## src/rtl/axi4_axi4lite_bridge_if.sv

```systemverilog
// AXI4 slave port and AXI4-Lite master port of the burst-splitting bridge.
// The slave modport is the bridge view; the master modport is the surrounding fabric.
interface axi4_axi4lite_bridge_if #(
   parameter int ADDR_W = 32,
   parameter int DATA_W = 32,
   parameter int ID_W   = 4
);
   localparam int BB = DATA_W / 8;

   logic              inport_awvalid;
   logic              inport_awready;
   logic [ADDR_W-1:0] inport_awaddr;
   logic [ID_W-1:0]   inport_awid;
   logic [7:0]        inport_awlen;
   logic [1:0]        inport_awburst;
   logic              inport_wvalid;
   logic              inport_wready;
   logic [DATA_W-1:0] inport_wdata;
   logic [BB-1:0]     inport_wstrb;
   logic              inport_wlast;
   logic              inport_bvalid;
   logic              inport_bready;
   logic [1:0]        inport_bresp;
   logic [ID_W-1:0]   inport_bid;
   logic              inport_arvalid;
   logic              inport_arready;
   logic [ADDR_W-1:0] inport_araddr;
   logic [ID_W-1:0]   inport_arid;
   logic [7:0]        inport_arlen;
   logic [1:0]        inport_arburst;
   logic              inport_rvalid;
   logic              inport_rready;
   logic [DATA_W-1:0] inport_rdata;
   logic [1:0]        inport_rresp;
   logic [ID_W-1:0]   inport_rid;
   logic              inport_rlast;

   logic              outport_awvalid;
   logic              outport_awready;
   logic [ADDR_W-1:0] outport_awaddr;
   logic              outport_wvalid;
   logic              outport_wready;
   logic [DATA_W-1:0] outport_wdata;
   logic [BB-1:0]     outport_wstrb;
   logic              outport_bvalid;
   logic              outport_bready;
   logic [1:0]        outport_bresp;
   logic              outport_arvalid;
   logic              outport_arready;
   logic [ADDR_W-1:0] outport_araddr;
   logic              outport_rvalid;
   logic              outport_rready;
   logic [DATA_W-1:0] outport_rdata;
   logic [1:0]        outport_rresp;

   modport slave (
      input  inport_awvalid, inport_awaddr, inport_awid, inport_awlen, inport_awburst,
      output inport_awready,
      input  inport_wvalid, inport_wdata, inport_wstrb, inport_wlast,
      output inport_wready,
      output inport_bvalid, inport_bresp, inport_bid,
      input  inport_bready,
      input  inport_arvalid, inport_araddr, inport_arid, inport_arlen, inport_arburst,
      output inport_arready,
      output inport_rvalid, inport_rdata, inport_rresp, inport_rid, inport_rlast,
      input  inport_rready,
      output outport_awvalid, outport_awaddr,
      input  outport_awready,
      output outport_wvalid, outport_wdata, outport_wstrb,
      input  outport_wready,
      input  outport_bvalid, outport_bresp,
      output outport_bready,
      output outport_arvalid, outport_araddr,
      input  outport_arready,
      input  outport_rvalid, outport_rdata, outport_rresp,
      output outport_rready
   );

   modport master (
      output inport_awvalid, inport_awaddr, inport_awid, inport_awlen, inport_awburst,
      input  inport_awready,
      output inport_wvalid, inport_wdata, inport_wstrb, inport_wlast,
      input  inport_wready,
      input  inport_bvalid, inport_bresp, inport_bid,
      output inport_bready,
      output inport_arvalid, inport_araddr, inport_arid, inport_arlen, inport_arburst,
      input  inport_arready,
      input  inport_rvalid, inport_rdata, inport_rresp, inport_rid, inport_rlast,
      output inport_rready,
      input  outport_awvalid, outport_awaddr,
      output outport_awready,
      input  outport_wvalid, outport_wdata, outport_wstrb,
      output outport_wready,
      output outport_bvalid, outport_bresp,
      input  outport_bready,
      input  outport_arvalid, outport_araddr,
      output outport_arready,
      output outport_rvalid, outport_rdata, outport_rresp,
      input  outport_rready
   );
endinterface

```

## src/rtl/axi4_axi4lite_bridge.sv

```systemverilog
// AXI4 to AXI4-Lite bridge: splits INCR/WRAP/FIXED bursts into single-beat Lite transfers.
// AXI4LITE_BRIDGE_BRESP_MERGE_EN selects worst-case merging of per-beat write responses.
//
// state   | meaning
// WR_IDLE | waiting for an inport AW burst
// WR_BUSY | issuing Lite AWs, passing W beats, collecting Lite Bs
// WR_RESP | presenting the merged B on the inport
// RD_IDLE | waiting for an inport AR burst
// RD_BUSY | issuing Lite ARs and passing R beats back
module axi4_axi4lite_bridge #(
   parameter int ADDR_W = 32,
   parameter int DATA_W = 32,
   parameter int ID_W   = 4
) (
   input logic                    clk_i,
   input logic                    rst_i,
   axi4_axi4lite_bridge_if.slave  bus
);
   localparam int BB = DATA_W / 8;

   typedef enum logic [1:0] {WR_IDLE, WR_BUSY, WR_RESP} wr_state_t;
   typedef enum logic {RD_IDLE, RD_BUSY} rd_state_t;

   function automatic logic [ADDR_W-1:0] next_addr(input logic [ADDR_W-1:0] a,
                                                   input logic [7:0] len,
                                                   input logic [1:0] burst);
      logic [ADDR_W-1:0] inc;
      logic [ADDR_W-1:0] mask;
      logic              wrap_ok;
      inc     = a + ADDR_W'(BB);
      mask    = ADDR_W'(({1'b0, len} + 9'd1) * 9'(BB)) - ADDR_W'(1);
      wrap_ok = (burst == 2'd2) && (len == 8'd1 || len == 8'd3 || len == 8'd7 || len == 8'd15);
      if (burst == 2'd0)
         return a;
      else if (wrap_ok)
         return (a & ~mask) | (inc & mask);
      else
         return inc;
   endfunction

   wr_state_t         wr_state;
   logic              awready_q, awvalid_q, bvalid_q;
   logic [ADDR_W-1:0] awaddr_q;
   logic [8:0]        aw_left, w_left, b_left;
   logic [7:0]        wr_len;
   logic [1:0]        wr_burst;
   logic [ID_W-1:0]   wr_id;
   logic [1:0]        resp_acc, b_merged;
   logic              wr_busy, w_ok, w_fire;

   rd_state_t         rd_state;
   logic              arready_q, arvalid_q;
   logic [ADDR_W-1:0] araddr_q;
   logic [8:0]        ar_left, r_left;
   logic [7:0]        rd_len;
   logic [1:0]        rd_burst;
   logic [ID_W-1:0]   rd_id;
   logic              rd_busy, r_fire;

   logic              unused_wlast;
   assign unused_wlast = bus.inport_wlast;

   assign wr_busy = (wr_state == WR_BUSY);
   assign w_ok    = wr_busy && (w_left != 9'd0);
   assign w_fire  = w_ok && bus.inport_wvalid && bus.outport_wready;

   always_comb begin
`ifdef AXI4LITE_BRIDGE_BRESP_MERGE_EN
      b_merged = (bus.outport_bresp == 2'b01) ? 2'b00 : bus.outport_bresp;
      if (resp_acc > b_merged)
         b_merged = resp_acc;
`else
      b_merged = bus.outport_bresp;
`endif
   end

   always_ff @(posedge clk_i or posedge rst_i) begin
      if (rst_i) begin
         wr_state  <= WR_IDLE;
         awready_q <= 1'b1;
         awvalid_q <= 1'b0;
         bvalid_q  <= 1'b0;
         awaddr_q  <= '0;
         aw_left   <= '0;
         w_left    <= '0;
         b_left    <= '0;
         wr_len    <= '0;
         wr_burst  <= '0;
         wr_id     <= '0;
         resp_acc  <= '0;
      end else begin
         case (wr_state)
            WR_IDLE: if (bus.inport_awvalid) begin
               awready_q <= 1'b0;
               awvalid_q <= 1'b1;
               awaddr_q  <= bus.inport_awaddr;
               wr_len    <= bus.inport_awlen;
               wr_burst  <= bus.inport_awburst;
               wr_id     <= bus.inport_awid;
               aw_left   <= {1'b0, bus.inport_awlen} + 9'd1;
               w_left    <= {1'b0, bus.inport_awlen} + 9'd1;
               b_left    <= {1'b0, bus.inport_awlen} + 9'd1;
               resp_acc  <= 2'b00;
               wr_state  <= WR_BUSY;
            end
            WR_BUSY: begin
               if (awvalid_q && bus.outport_awready) begin
                  awaddr_q  <= next_addr(awaddr_q, wr_len, wr_burst);
                  aw_left   <= aw_left - 9'd1;
                  awvalid_q <= (aw_left != 9'd1);
               end
               if (w_fire)
                  w_left <= w_left - 9'd1;
               if (bus.outport_bvalid) begin
                  b_left   <= b_left - 9'd1;
                  resp_acc <= b_merged;
                  if (b_left == 9'd1) begin
                     bvalid_q <= 1'b1;
                     wr_state <= WR_RESP;
                  end
               end
            end
            WR_RESP: if (bus.inport_bready) begin
               bvalid_q  <= 1'b0;
               awready_q <= 1'b1;
               wr_state  <= WR_IDLE;
            end
            default: wr_state <= WR_IDLE;
         endcase
      end
   end

   assign bus.inport_awready  = awready_q;
   assign bus.outport_awvalid = awvalid_q;
   assign bus.outport_awaddr  = awaddr_q;
   assign bus.outport_wvalid  = w_ok && bus.inport_wvalid;
   assign bus.inport_wready   = w_ok && bus.outport_wready;
   assign bus.outport_wdata   = bus.inport_wdata;
   assign bus.outport_wstrb   = bus.inport_wstrb;
   assign bus.outport_bready  = wr_busy;
   assign bus.inport_bvalid   = bvalid_q;
   assign bus.inport_bresp    = resp_acc;
   assign bus.inport_bid      = wr_id;

   assign rd_busy = (rd_state == RD_BUSY);
   assign r_fire  = rd_busy && bus.outport_rvalid && bus.inport_rready;

   always_ff @(posedge clk_i or posedge rst_i) begin
      if (rst_i) begin
         rd_state  <= RD_IDLE;
         arready_q <= 1'b1;
         arvalid_q <= 1'b0;
         araddr_q  <= '0;
         ar_left   <= '0;
         r_left    <= '0;
         rd_len    <= '0;
         rd_burst  <= '0;
         rd_id     <= '0;
      end else begin
         case (rd_state)
            RD_IDLE: if (bus.inport_arvalid) begin
               arready_q <= 1'b0;
               arvalid_q <= 1'b1;
               araddr_q  <= bus.inport_araddr;
               rd_len    <= bus.inport_arlen;
               rd_burst  <= bus.inport_arburst;
               rd_id     <= bus.inport_arid;
               ar_left   <= {1'b0, bus.inport_arlen} + 9'd1;
               r_left    <= {1'b0, bus.inport_arlen} + 9'd1;
               rd_state  <= RD_BUSY;
            end
            RD_BUSY: begin
               if (arvalid_q && bus.outport_arready) begin
                  araddr_q  <= next_addr(araddr_q, rd_len, rd_burst);
                  ar_left   <= ar_left - 9'd1;
                  arvalid_q <= (ar_left != 9'd1);
               end
               if (r_fire) begin
                  r_left <= r_left - 9'd1;
                  if (r_left == 9'd1) begin
                     arready_q <= 1'b1;
                     rd_state  <= RD_IDLE;
                  end
               end
            end
            default: rd_state <= RD_IDLE;
         endcase
      end
   end

   assign bus.inport_arready  = arready_q;
   assign bus.outport_arvalid = arvalid_q;
   assign bus.outport_araddr  = araddr_q;
   assign bus.inport_rvalid   = rd_busy && bus.outport_rvalid;
   assign bus.outport_rready  = rd_busy && bus.inport_rready;
   assign bus.inport_rdata    = bus.outport_rdata;
   assign bus.inport_rresp    = bus.outport_rresp;
   assign bus.inport_rid      = rd_id;
   assign bus.inport_rlast    = (r_left == 9'd1);
endmodule

```

## src/flat_wrapper.sv

```systemverilog
// flat-port wrapper written by rule: the top's interface ports become plain ports
module axi4_axi4lite_bridge_flat 
#(
   parameter int ADDR_W = 32,
   parameter int DATA_W = 32,
   parameter int ID_W   = 4
)
  (clk_i, rst_i, bus_inport_awvalid, bus_inport_awaddr, bus_inport_awid, bus_inport_awlen, bus_inport_awburst, bus_inport_awready, bus_inport_wvalid, bus_inport_wdata, bus_inport_wstrb, bus_inport_wlast, bus_inport_wready, bus_inport_bvalid, bus_inport_bresp, bus_inport_bid, bus_inport_bready, bus_inport_arvalid, bus_inport_araddr, bus_inport_arid, bus_inport_arlen, bus_inport_arburst, bus_inport_arready, bus_inport_rvalid, bus_inport_rdata, bus_inport_rresp, bus_inport_rid, bus_inport_rlast, bus_inport_rready, bus_outport_awvalid, bus_outport_awaddr, bus_outport_awready, bus_outport_wvalid, bus_outport_wdata, bus_outport_wstrb, bus_outport_wready, bus_outport_bvalid, bus_outport_bresp, bus_outport_bready, bus_outport_arvalid, bus_outport_araddr, bus_outport_arready, bus_outport_rvalid, bus_outport_rdata, bus_outport_rresp, bus_outport_rready);
  axi4_axi4lite_bridge_if #(.ADDR_W(ADDR_W), .DATA_W(DATA_W), .ID_W(ID_W)) bus_i ();
  input logic clk_i;
  input logic rst_i;
  input wire logic [$bits(bus_i.inport_awvalid)-1:0] bus_inport_awvalid;
  input wire logic [$bits(bus_i.inport_awaddr)-1:0] bus_inport_awaddr;
  input wire logic [$bits(bus_i.inport_awid)-1:0] bus_inport_awid;
  input wire logic [$bits(bus_i.inport_awlen)-1:0] bus_inport_awlen;
  input wire logic [$bits(bus_i.inport_awburst)-1:0] bus_inport_awburst;
  output wire logic [$bits(bus_i.inport_awready)-1:0] bus_inport_awready;
  input wire logic [$bits(bus_i.inport_wvalid)-1:0] bus_inport_wvalid;
  input wire logic [$bits(bus_i.inport_wdata)-1:0] bus_inport_wdata;
  input wire logic [$bits(bus_i.inport_wstrb)-1:0] bus_inport_wstrb;
  input wire logic [$bits(bus_i.inport_wlast)-1:0] bus_inport_wlast;
  output wire logic [$bits(bus_i.inport_wready)-1:0] bus_inport_wready;
  output wire logic [$bits(bus_i.inport_bvalid)-1:0] bus_inport_bvalid;
  output wire logic [$bits(bus_i.inport_bresp)-1:0] bus_inport_bresp;
  output wire logic [$bits(bus_i.inport_bid)-1:0] bus_inport_bid;
  input wire logic [$bits(bus_i.inport_bready)-1:0] bus_inport_bready;
  input wire logic [$bits(bus_i.inport_arvalid)-1:0] bus_inport_arvalid;
  input wire logic [$bits(bus_i.inport_araddr)-1:0] bus_inport_araddr;
  input wire logic [$bits(bus_i.inport_arid)-1:0] bus_inport_arid;
  input wire logic [$bits(bus_i.inport_arlen)-1:0] bus_inport_arlen;
  input wire logic [$bits(bus_i.inport_arburst)-1:0] bus_inport_arburst;
  output wire logic [$bits(bus_i.inport_arready)-1:0] bus_inport_arready;
  output wire logic [$bits(bus_i.inport_rvalid)-1:0] bus_inport_rvalid;
  output wire logic [$bits(bus_i.inport_rdata)-1:0] bus_inport_rdata;
  output wire logic [$bits(bus_i.inport_rresp)-1:0] bus_inport_rresp;
  output wire logic [$bits(bus_i.inport_rid)-1:0] bus_inport_rid;
  output wire logic [$bits(bus_i.inport_rlast)-1:0] bus_inport_rlast;
  input wire logic [$bits(bus_i.inport_rready)-1:0] bus_inport_rready;
  output wire logic [$bits(bus_i.outport_awvalid)-1:0] bus_outport_awvalid;
  output wire logic [$bits(bus_i.outport_awaddr)-1:0] bus_outport_awaddr;
  input wire logic [$bits(bus_i.outport_awready)-1:0] bus_outport_awready;
  output wire logic [$bits(bus_i.outport_wvalid)-1:0] bus_outport_wvalid;
  output wire logic [$bits(bus_i.outport_wdata)-1:0] bus_outport_wdata;
  output wire logic [$bits(bus_i.outport_wstrb)-1:0] bus_outport_wstrb;
  input wire logic [$bits(bus_i.outport_wready)-1:0] bus_outport_wready;
  input wire logic [$bits(bus_i.outport_bvalid)-1:0] bus_outport_bvalid;
  input wire logic [$bits(bus_i.outport_bresp)-1:0] bus_outport_bresp;
  output wire logic [$bits(bus_i.outport_bready)-1:0] bus_outport_bready;
  output wire logic [$bits(bus_i.outport_arvalid)-1:0] bus_outport_arvalid;
  output wire logic [$bits(bus_i.outport_araddr)-1:0] bus_outport_araddr;
  input wire logic [$bits(bus_i.outport_arready)-1:0] bus_outport_arready;
  input wire logic [$bits(bus_i.outport_rvalid)-1:0] bus_outport_rvalid;
  input wire logic [$bits(bus_i.outport_rdata)-1:0] bus_outport_rdata;
  input wire logic [$bits(bus_i.outport_rresp)-1:0] bus_outport_rresp;
  output wire logic [$bits(bus_i.outport_rready)-1:0] bus_outport_rready;
  assign bus_i.inport_awvalid = bus_inport_awvalid;
  assign bus_i.inport_awaddr = bus_inport_awaddr;
  assign bus_i.inport_awid = bus_inport_awid;
  assign bus_i.inport_awlen = bus_inport_awlen;
  assign bus_i.inport_awburst = bus_inport_awburst;
  assign bus_inport_awready = bus_i.inport_awready;
  assign bus_i.inport_wvalid = bus_inport_wvalid;
  assign bus_i.inport_wdata = bus_inport_wdata;
  assign bus_i.inport_wstrb = bus_inport_wstrb;
  assign bus_i.inport_wlast = bus_inport_wlast;
  assign bus_inport_wready = bus_i.inport_wready;
  assign bus_inport_bvalid = bus_i.inport_bvalid;
  assign bus_inport_bresp = bus_i.inport_bresp;
  assign bus_inport_bid = bus_i.inport_bid;
  assign bus_i.inport_bready = bus_inport_bready;
  assign bus_i.inport_arvalid = bus_inport_arvalid;
  assign bus_i.inport_araddr = bus_inport_araddr;
  assign bus_i.inport_arid = bus_inport_arid;
  assign bus_i.inport_arlen = bus_inport_arlen;
  assign bus_i.inport_arburst = bus_inport_arburst;
  assign bus_inport_arready = bus_i.inport_arready;
  assign bus_inport_rvalid = bus_i.inport_rvalid;
  assign bus_inport_rdata = bus_i.inport_rdata;
  assign bus_inport_rresp = bus_i.inport_rresp;
  assign bus_inport_rid = bus_i.inport_rid;
  assign bus_inport_rlast = bus_i.inport_rlast;
  assign bus_i.inport_rready = bus_inport_rready;
  assign bus_outport_awvalid = bus_i.outport_awvalid;
  assign bus_outport_awaddr = bus_i.outport_awaddr;
  assign bus_i.outport_awready = bus_outport_awready;
  assign bus_outport_wvalid = bus_i.outport_wvalid;
  assign bus_outport_wdata = bus_i.outport_wdata;
  assign bus_outport_wstrb = bus_i.outport_wstrb;
  assign bus_i.outport_wready = bus_outport_wready;
  assign bus_i.outport_bvalid = bus_outport_bvalid;
  assign bus_i.outport_bresp = bus_outport_bresp;
  assign bus_outport_bready = bus_i.outport_bready;
  assign bus_outport_arvalid = bus_i.outport_arvalid;
  assign bus_outport_araddr = bus_i.outport_araddr;
  assign bus_i.outport_arready = bus_outport_arready;
  assign bus_i.outport_rvalid = bus_outport_rvalid;
  assign bus_i.outport_rdata = bus_outport_rdata;
  assign bus_i.outport_rresp = bus_outport_rresp;
  assign bus_outport_rready = bus_i.outport_rready;
  axi4_axi4lite_bridge #(.ADDR_W(ADDR_W), .DATA_W(DATA_W), .ID_W(ID_W)) u_core (.clk_i(clk_i), .rst_i(rst_i), .bus(bus_i));
endmodule
```

## config.mk

```make
export PLATFORM = sky130hd
export DESIGN_NAME = axi4_axi4lite_bridge_flat
export DESIGN_NICKNAME = d
export VERILOG_FILES = /design/src/rtl/axi4_axi4lite_bridge_if.sv /design/src/rtl/axi4_axi4lite_bridge.sv /design/src/flat_wrapper.sv
export SDC_FILE = /design/constraint.sdc
export NUM_CORES = 1
export LEC_CHECK = 0
export BUFFER_PORTS_ARGS = -buffer_cell sky130_fd_sc_hd__buf_4
export CELL_PAD_IN_SITES_DETAIL_PLACEMENT = 1
export CELL_PAD_IN_SITES_GLOBAL_PLACEMENT = 2
export CORE_ASPECT_RATIO = 1.25
export CORE_MARGIN = 5
export CORE_UTILIZATION = 31
export CTS_CLUSTER_SIZE = 24
export DETAILED_ROUTE_END_ITERATION = 12
export PLACE_DENSITY_LB_ADDON = 0.1
export SLEW_MARGIN = 20
export SYNTH_ARGS = -nofsm -noshare
export SYNTH_HDL_FRONTEND = slang
export SYNTH_SLANG_ARGS = --single-unit
```

## constraint.sdc

```tcl
create_clock -name clk_i -period 7.59 [get_ports clk_i]
set_clock_uncertainty 0.2 [all_clocks]
set_input_delay 1.1385 -clock clk_i [delete_from_list [all_inputs] [get_ports clk_i]]
set_output_delay 1.1385 -clock clk_i [all_outputs]
set_load 0.02 [all_outputs]
```

==> results of run 1 <==
==> final cells by class <==
type | instances | area, um^2 | area share
Antenna cell | 1 | 2.50 | 0.000212
Clock buffer | 25 | 495 | 0.0421
Clock inverter | 7 | 120 | 0.0102
Inverter | 43 | 166 | 0.0141
Multi-Input combinational cell | 881 | 5280 | 0.448
Sequential cell | 147 | 3680 | 0.312
Tap cell | 412 | 515 | 0.0438
Timing Repair Buffer | 203 | 1520 | 0.129
==> metal layers <==
metal,track usage,vias up
met5,0,-
li1,-,4502
met1,0.243,4690
met2,0.329,193
met4,0.0511,0
met3,0.0352,39
==> final timing paths <==
path	start	end	slack, ns	cells after the start
min in group asynchronous	rst_i	asynchronous set/reset pin	0.70	2
max	u_core.wr_state[1]	bus_inport_wready	3.51	5
max in group asynchronous	rst_i	u_core.aw_left[3]	5.08	3
min	u_core.bus.inport_arready	u_core.bus.inport_arready	0.27	2
max reg2reg	u_core.wr_state[1]	flip-flop	3.95	6
min reg2reg	u_core.bus.inport_arready	u_core.bus.inport_arready	0.27	2
==> cell families after synthesis <==
logic type,after synthesis,share of synthesized area
fa+ha+maj,21,0.0265
mux,8,0.00847
buf+inv,176,0.0964
simple gates,451,0.223
xor+xnor,24,0.0212
compound gates,377,0.252
flops,147,0.372
==> worst max-delay path, stage by stage, from the launching register on <==
cell and delay [ns]:
sky130_fd_sc_hd__dfrtp_1 0.57, sky130_fd_sc_hd__nand2b_2 0.55, sky130_fd_sc_hd__buf_4 0.63, sky130_fd_sc_hd__a41oi_1 0.16, sky130_fd_sc_hd__and2_1 0.23, sky130_fd_sc_hd__buf_4 0.15
==> Yosys cell counts, types with 12 or more instances <==
cell type                  count
sky130_fd_sc_hd__xnor2_1      14
sky130_fd_sc_hd__a21oi_1      79
sky130_fd_sc_hd__nand3_1      54
sky130_fd_sc_hd__a22o_1       25
sky130_fd_sc_hd__nor4_1       13
sky130_fd_sc_hd__inv_1        43
sky130_fd_sc_hd__a31oi_1      18
sky130_fd_sc_hd__and3_1       19
sky130_fd_sc_hd__nor2_1       81
sky130_fd_sc_hd__nor3_1       44
sky130_fd_sc_hd__o22ai_1      13
sky130_fd_sc_hd__buf_2        19
sky130_fd_sc_hd__buf_4        72
sky130_fd_sc_hd__ha_1         21
sky130_fd_sc_hd__nand2_1     161
sky130_fd_sc_hd__nand4_1      12
sky130_fd_sc_hd__dfrtp_1     145
sky130_fd_sc_hd__clkbuf_1     35
sky130_fd_sc_hd__o21ai_0     111
==> per-stage QoR <==
| step | instances | power (mW) | area (um^2) | setup WS [ns] |
|---|---|---|---|---|
| 5_1_grt | 1719 | 3.79 | 11800 | 3.28 |
| 3_3_place_gp | 1686 | 2.63 | 11200 | 3.84 |
| 2_1_floorplan | 1204 | 2.18 | 9900 | 2.30 |
| 3_5_place_dp | 1686 | 2.65 | 11200 | 3.77 |
| 6_report | 1719 | 3.54 | 11800 | 3.51 |
| 4_1_cts | 1718 | 3.59 | 11800 | 3.43 |
==> report_power, final <==
group,internal [mW],leakage [nW],switching (mW),total (mW)
sequential,1.02,1.77,0.331,1.35
clock,0.555,0.298,0.362,0.917
combinational,0.538,2.90,0.737,1.28
total,2.11,4.97,1.43,3.54
==> cell usage in the layout (no fill, tap or decap), types with 8 or more instances in the layout <==
master,instances
sky130_fd_sc_hd__nand4_1,12
sky130_fd_sc_hd__xor2_1,10
sky130_fd_sc_hd__xnor2_1,14
sky130_fd_sc_hd__nand2_1,161
sky130_fd_sc_hd__buf_4,203
sky130_fd_sc_hd__nor3_1,44
sky130_fd_sc_hd__dfrtp_1,145
sky130_fd_sc_hd__nand3_1,54
sky130_fd_sc_hd__a221o_1,8
sky130_fd_sc_hd__a21o_1,8
sky130_fd_sc_hd__o22ai_1,13
sky130_fd_sc_hd__clkbuf_16,17
sky130_fd_sc_hd__a22o_1,25
sky130_fd_sc_hd__nor4_1,13
sky130_fd_sc_hd__a2bb2oi_1,8
sky130_fd_sc_hd__a21oi_1,79
sky130_fd_sc_hd__inv_1,41
sky130_fd_sc_hd__nor2_1,81
sky130_fd_sc_hd__ha_1,21
sky130_fd_sc_hd__a31oi_1,18
sky130_fd_sc_hd__o21ai_0,111
sky130_fd_sc_hd__or3_1,8
sky130_fd_sc_hd__o31ai_1,10
sky130_fd_sc_hd__and2_1,9
sky130_fd_sc_hd__and3_1,19
==> out/qor.csv, run 1 <==
stage,metric,value,unit
run_status,result of the run,"complete, no violations",
synthesis,count of flip-flops with a built-in enable after synthesis,0,
route,routed wl met2,17100,um
route,number of DRC markers in iteration 0,515,
route,Remaining DRCs,0,
final_layout,Synth-to-Final Area Change,19.0,%
route,via count normalized by instance count,5.48,
placed_design,detailed-placement wirelength estimate,24500,um
synthesis,post-synthesis sequential area ratio,0.372,
synthesis,proportion of netlist area held by the largest area contributor,0.366,
final_layout,Final Core Density,0.372,
clock_network,TritonCTS Sinks,147,
floorplanning,vertical die dimension,210,um
route,overall routed net length,34200,um
grt,initial antenna violation count,1,
grt,via count of the first global-routing pass,9803,
synthesis,cell taking the most area after synthesis,sky130_fd_sc_hd__dfrtp_1,
power,"IR drop worst, VDD",0.112,mV
timing,final-report max-slew violation count,0,
timing,final critical path time including I/O delays and setup,4.08,ns
synthesis,gate count after technology mapping,1204,
clock_network,total clock buffers created by CTS,17,
route,Routed wire per std cell,19.9,um
critical_path,data required time at the worst endpoint,6.25,ns
clock_network,count of H-tree levels built during CTS,4,
critical_path,data arrival time of the critical path,2.74,ns
critical_path,critical path class,flip-flop to output pin,
synthesis,area of the mapped netlist,9900,um^2
synthesis,flip-flop cell with the highest count after synthesis,sky130_fd_sc_hd__dfrtp_1,
floorplanning,standard-cell row count,73,
critical_path,maximum fanout along the worst path,59,
power,pwr/cell area,300,nW/um^2
final_layout,fill cell total of the finished layout,3783,
synthesis,number of nets in the synthesized netlist,1402,
timing,Setup TNS Final,0,ns
synthesis,"flops & latches, synth",147,
timing,final worst-path cycle share,0.537,
grt,wire length of the first global-routing pass,54700,um
floorplanning,overall die area,35600,um^2
critical_path,CP startpoint kind,flip-flop,
final_layout,Nets,1491,
route,number of iterations in the first detailed-routing pass,5,
timing,Final Hold Slack,0.274,ns
placed_design,Routability Congestion,0.769,
route,highest metal used,met4,
timing,maximum clock frequency,245,MHz
synthesis,Avg Synthesized Cell Area,8.22,um^2
route,routed length on met1,15000,um
clock_network,post-CTS setup buffer count,0,
grt,Congestion Overflow GR,0,
route,DRT antenna net count,0,
clock_network,clock tree from TritonCTS,yes,
floorplanning,ports placed on the boundary,332,
clock_network,Clock Latency Late Sink,0.43,ns
power,leakage power,4.97,nW
timing,Slew HR,0.396,
synthesis,Yosys warnings,0,
route,WL met3,1450,um
route,total vias in the final route,9424,
placed_design,port buffer count,190,
floorplanning,die boundary width,170,um
synthesis,dominant cells by area after synthesis,"sky130_fd_sc_hd__dfrtp_1 (37%), sky130_fd_sc_hd__nand2_1 (6.1%), sky130_fd_sc_hd__o21ai_0 (5.6%)",
timing,RSZ-0062 raised after global routing,false,
timing,Fin. Hold Viols,0,
synthesis,asr flop ratio synth,1.00,
clock_network,Clock Tree Buf Depth,2,
clock_network,quantity of hold-fixing buffers added after cts,0,
critical_path,CP endpoint kind,output pin,
clock_network,clock slew at reported path FFs,0.07,ns
clock_network,quantity of gates resized following cts,0,
floorplanning,initial core utilization,0.312,
grt,pin count of the biggest net entering global routing,87,
timing,final-report setup violation count,0,
floorplanning,core region area,31700,um^2
timing,worst-margin pin slew,0.902,ns
synthesis,library cells used by synthesis,84,
hold_path,Min-Delay Path Class,flip-flop to flip-flop,
flow_run,Max-Cap Viols,0,
clock_network,clk root buf,sky130_fd_sc_hd__clkbuf_16,
grt,All-Layer GR Usage,0.190,
final_layout,fraction of final layout cells sized beyond drive strength 1,0.205,
No activity file was read; power rests on OpenSTA's default activity.
==> run 2: changes to the inputs <==
- CORE_UTILIZATION: 31 -> 26
- clock period: 7.59 -> 3.55 ns (I/O delays scaled with it)
==> run 2 against run 1 <==
  * Wire length is 8.0% higher
  * Global-route usage shrank 1.4 points
  * Sequential power increased by 110%
  * Count of clock-buffer cells in the layout decreased by 7
  * Die area increased by 18%
  * Sequential cell count stayed put
  * Highest routed layer unchanged
  * Sequential share of layout area shrank 0.96 points
  * Worst hold slack lost 0.21 ns
  * Worst setup slack got worse by 3.0 ns
  * Final area increased by 3.2%
  * Total power grew 120%
  * Clock power up 130%
==> out/qor.csv, run 2 (synthesis gave the netlist of run 1 again) <==
stage,metric,value,unit,change
run_status,result of the run,"complete, no violations",,
final_layout,final antenna diode count,0,,-1
clock_network,Clock Latency Late Sink,0.46,ns,+0.03 ns
route,overall routed net length,36900,um,+8.0%
timing,RSZ-0062 raised after global routing,false,,
critical_path,highest cell delay on the worst timing path,0.54,ns,-0.09 ns
clock_network,post-CTS setup buffer count,0,,unchanged
grt,initial antenna violation count,0,,-1
critical_path,Critical Path Start,u_core.wr_len[1],,
clock_network,clock slew at reported path FFs,0.07,ns,about the same
final_layout,final non-filler cell area,12200,um^2,+3.2%
clock_network,clock tree from TritonCTS,yes,,
timing,maximum clock frequency,332,MHz,
clock_network,count of H-tree levels built during CTS,4,,unchanged
grt,pin count of the biggest net entering global routing,64,,-26%
critical_path,slowest stage cell on the critical path,sky130_fd_sc_hd__dfrtp_1,,
final_layout,Nets,1515,,+1.6%
final_layout,Final Core Density,0.321,,-0.0512
placed_design,Routability Congestion,0.768,,-0.13%
hold_path,Min-Delay Path Class,input port to flip-flop,,
placed_design,port buffer count,190,,unchanged
clock_network,quantity of hold-fixing buffers added after cts,1,,+1
route,number of DRC markers in iteration 0,369,,-28%
flow_run,Max-Cap Viols,0,,unchanged
timing,final worst-path cycle share,0.849,,
final_layout,fill cell total of the finished layout,4521,,+20%
floorplanning,vertical die dimension,228,um,+8.8%
power,Final Power,7.85,mW,+120%
critical_path,data arrival time of the critical path,3.15,ns,+0.41 ns
final_layout,Synth-to-Final Area Change,22.8,%,
floorplanning,initial core utilization,0.261,,-0.0514
power,"IR drop worst, VDD",0.388,mV,+250%
grt,Congestion Overflow GR,0,,unchanged
floorplanning,overall die area,42100,um^2,+18%
floorplanning,die boundary width,185,um,+8.7%
floorplanning,ports placed on the boundary,332,,unchanged
timing,Setup TNS Final,0,ns,unchanged
grt,wire length of the first global-routing pass,58500,um,+6.9%
route,total vias in the final route,9531,,+1.1%
floorplanning,core region area,37900,um^2,+20%
final_layout,most common library cell in the layout ignoring fill and taps,sky130_fd_sc_hd__buf_4,,
timing,final critical path time including I/O delays and setup,3.01,ns,
critical_path,sequence of cells on the critical path,ha_1 -> xor2_1 -> or4_4 -> a22oi_4 -> a21boi_1 -> buf_4 -> nand2b_1 -> o22a_1,,
hold_path,worst hold start,bus_inport_awburst[1],,
route,Routed wire per std cell,20.3,um,+1.9%
clock_network,quantity of gates resized following cts,0,,unchanged
timing,Slew HR,0.400,,+0.00378
timing,final-report setup violation count,0,,unchanged
critical_path,RR Startpoint,u_core.wr_len[1],,
power,pwr/cell area,646,nW/um^2,+110%
grt,via count of the first global-routing pass,10200,,+3.9%
critical_path,critical path class,flip-flop to flip-flop,,
route,number of iterations in the first detailed-routing pass,5,,unchanged
placed_design,cell count after placement,1789,,+6.1%
clock_network,clk root buf,sky130_fd_sc_hd__clkbuf_16,,
timing,post-route setup slack,0.537,ns,-2.97 ns
final_layout,count of non-filler cells in the finished layout,1821,,+5.9%
route,Remaining DRCs,0,,unchanged
clock_network,total clock buffers created by CTS,17,,unchanged
grt,All-Layer GR Usage,0.176,,-0.0144
timing,Final Hold Slack,0.0652,ns,-0.209 ns
final_layout,fraction of final layout cells sized beyond drive strength 1,0.221,,+0.0160
clock_network,Clock Tree Buf Depth,2,,unchanged
placed_design,detailed-placement wirelength estimate,26900,um,+9.7%
route,DRT antenna net count,0,,unchanged
timing,worst-margin pin slew,0.900,ns,-0.00146 ns
placed_design,area of placed instances,11500,um^2,+2.9%
critical_path,CP endpoint kind,flip-flop,,
route,via count normalized by instance count,5.23,,-4.5%
placed_design,Placement Setup Slack,0.565,ns,-3.20 ns
critical_path,data required time at the worst endpoint,3.69,ns,-2.56 ns
critical_path,CP startpoint kind,flip-flop,,
timing,final-report max-slew violation count,0,,unchanged
final_layout,"commonest cells after routing, fill and taps aside","sky130_fd_sc_hd__buf_4 (222), sky130_fd_sc_hd__nand2_1 (161), sky130_fd_sc_hd__dfrtp_1 (144)",,
floorplanning,standard-cell row count,80,,+9.6%
power,leakage power,5.11,nW,+2.9%
clock_network,TritonCTS Sinks,147,,unchanged
timing,Fin. Hold Viols,0,,unchanged
critical_path,maximum fanout along the worst path,10,,-83%
-- run 2: worst paths after layout --
check / to / slack [ns] / cells after the start
worst max-delay path: flip-flop / 0.54 / 8
worst max register to register: flip-flop / 0.54 / 8
max in group asynchronous: u_core.w_left[8] / 1.88 / 4
worst min-delay path: u_core.wr_burst[1] / 0.07 / 3
worst min register to register: u_core.bus.inport_arready / 0.26 / 2
min in group asynchronous: asynchronous set/reset pin / 0.50 / 3
-- run 2: critical path, delay by kind of cell, from the launching register on --
| kind | cells | cell delay (ns) |
|---|---|---|
| AND/OR/NAND/NOR | 2 | 0.82 |
| AO/OA/AOI/OAI | 3 | 0.57 |
| flip-flops | 1 | 0.54 |
| adder cells (fa/ha/maj) | 1 | 0.46 |
| buffers and inverters | 1 | 0.18 |
| XOR/XNOR | 1 | 0.12 |
-- run 2: area by class of cell --
type | instances | area, um^2 | share of cell area
clock buffer | 18 | 429 | 0.0353
clock inverter | 13 | 233 | 0.0191
inverter | 43 | 165 | 0.0136
multi-input combinational | 881 | 5280 | 0.434
sequential | 147 | 3680 | 0.303
tap | 492 | 616 | 0.0506
timing repair buffer | 227 | 1760 | 0.144
-- run 2: metal layers --
metal	up-vias	share of wire	global-route usage
met4	0	0.014	0.0513
met3	34	0.034	0.0290
met1	4773	0.43	0.218
met5	-	0	0
li1	4543	-	-
met2	181	0.52	0.312
-- run 2: report_power, final --
part	internal (mW)	switching [mW]	total [mW]	leakage, nW
clock	1.32	0.823	2.14	0.309
combinational	1.21	1.63	2.84	3.03
sequential	2.17	0.703	2.87	1.77
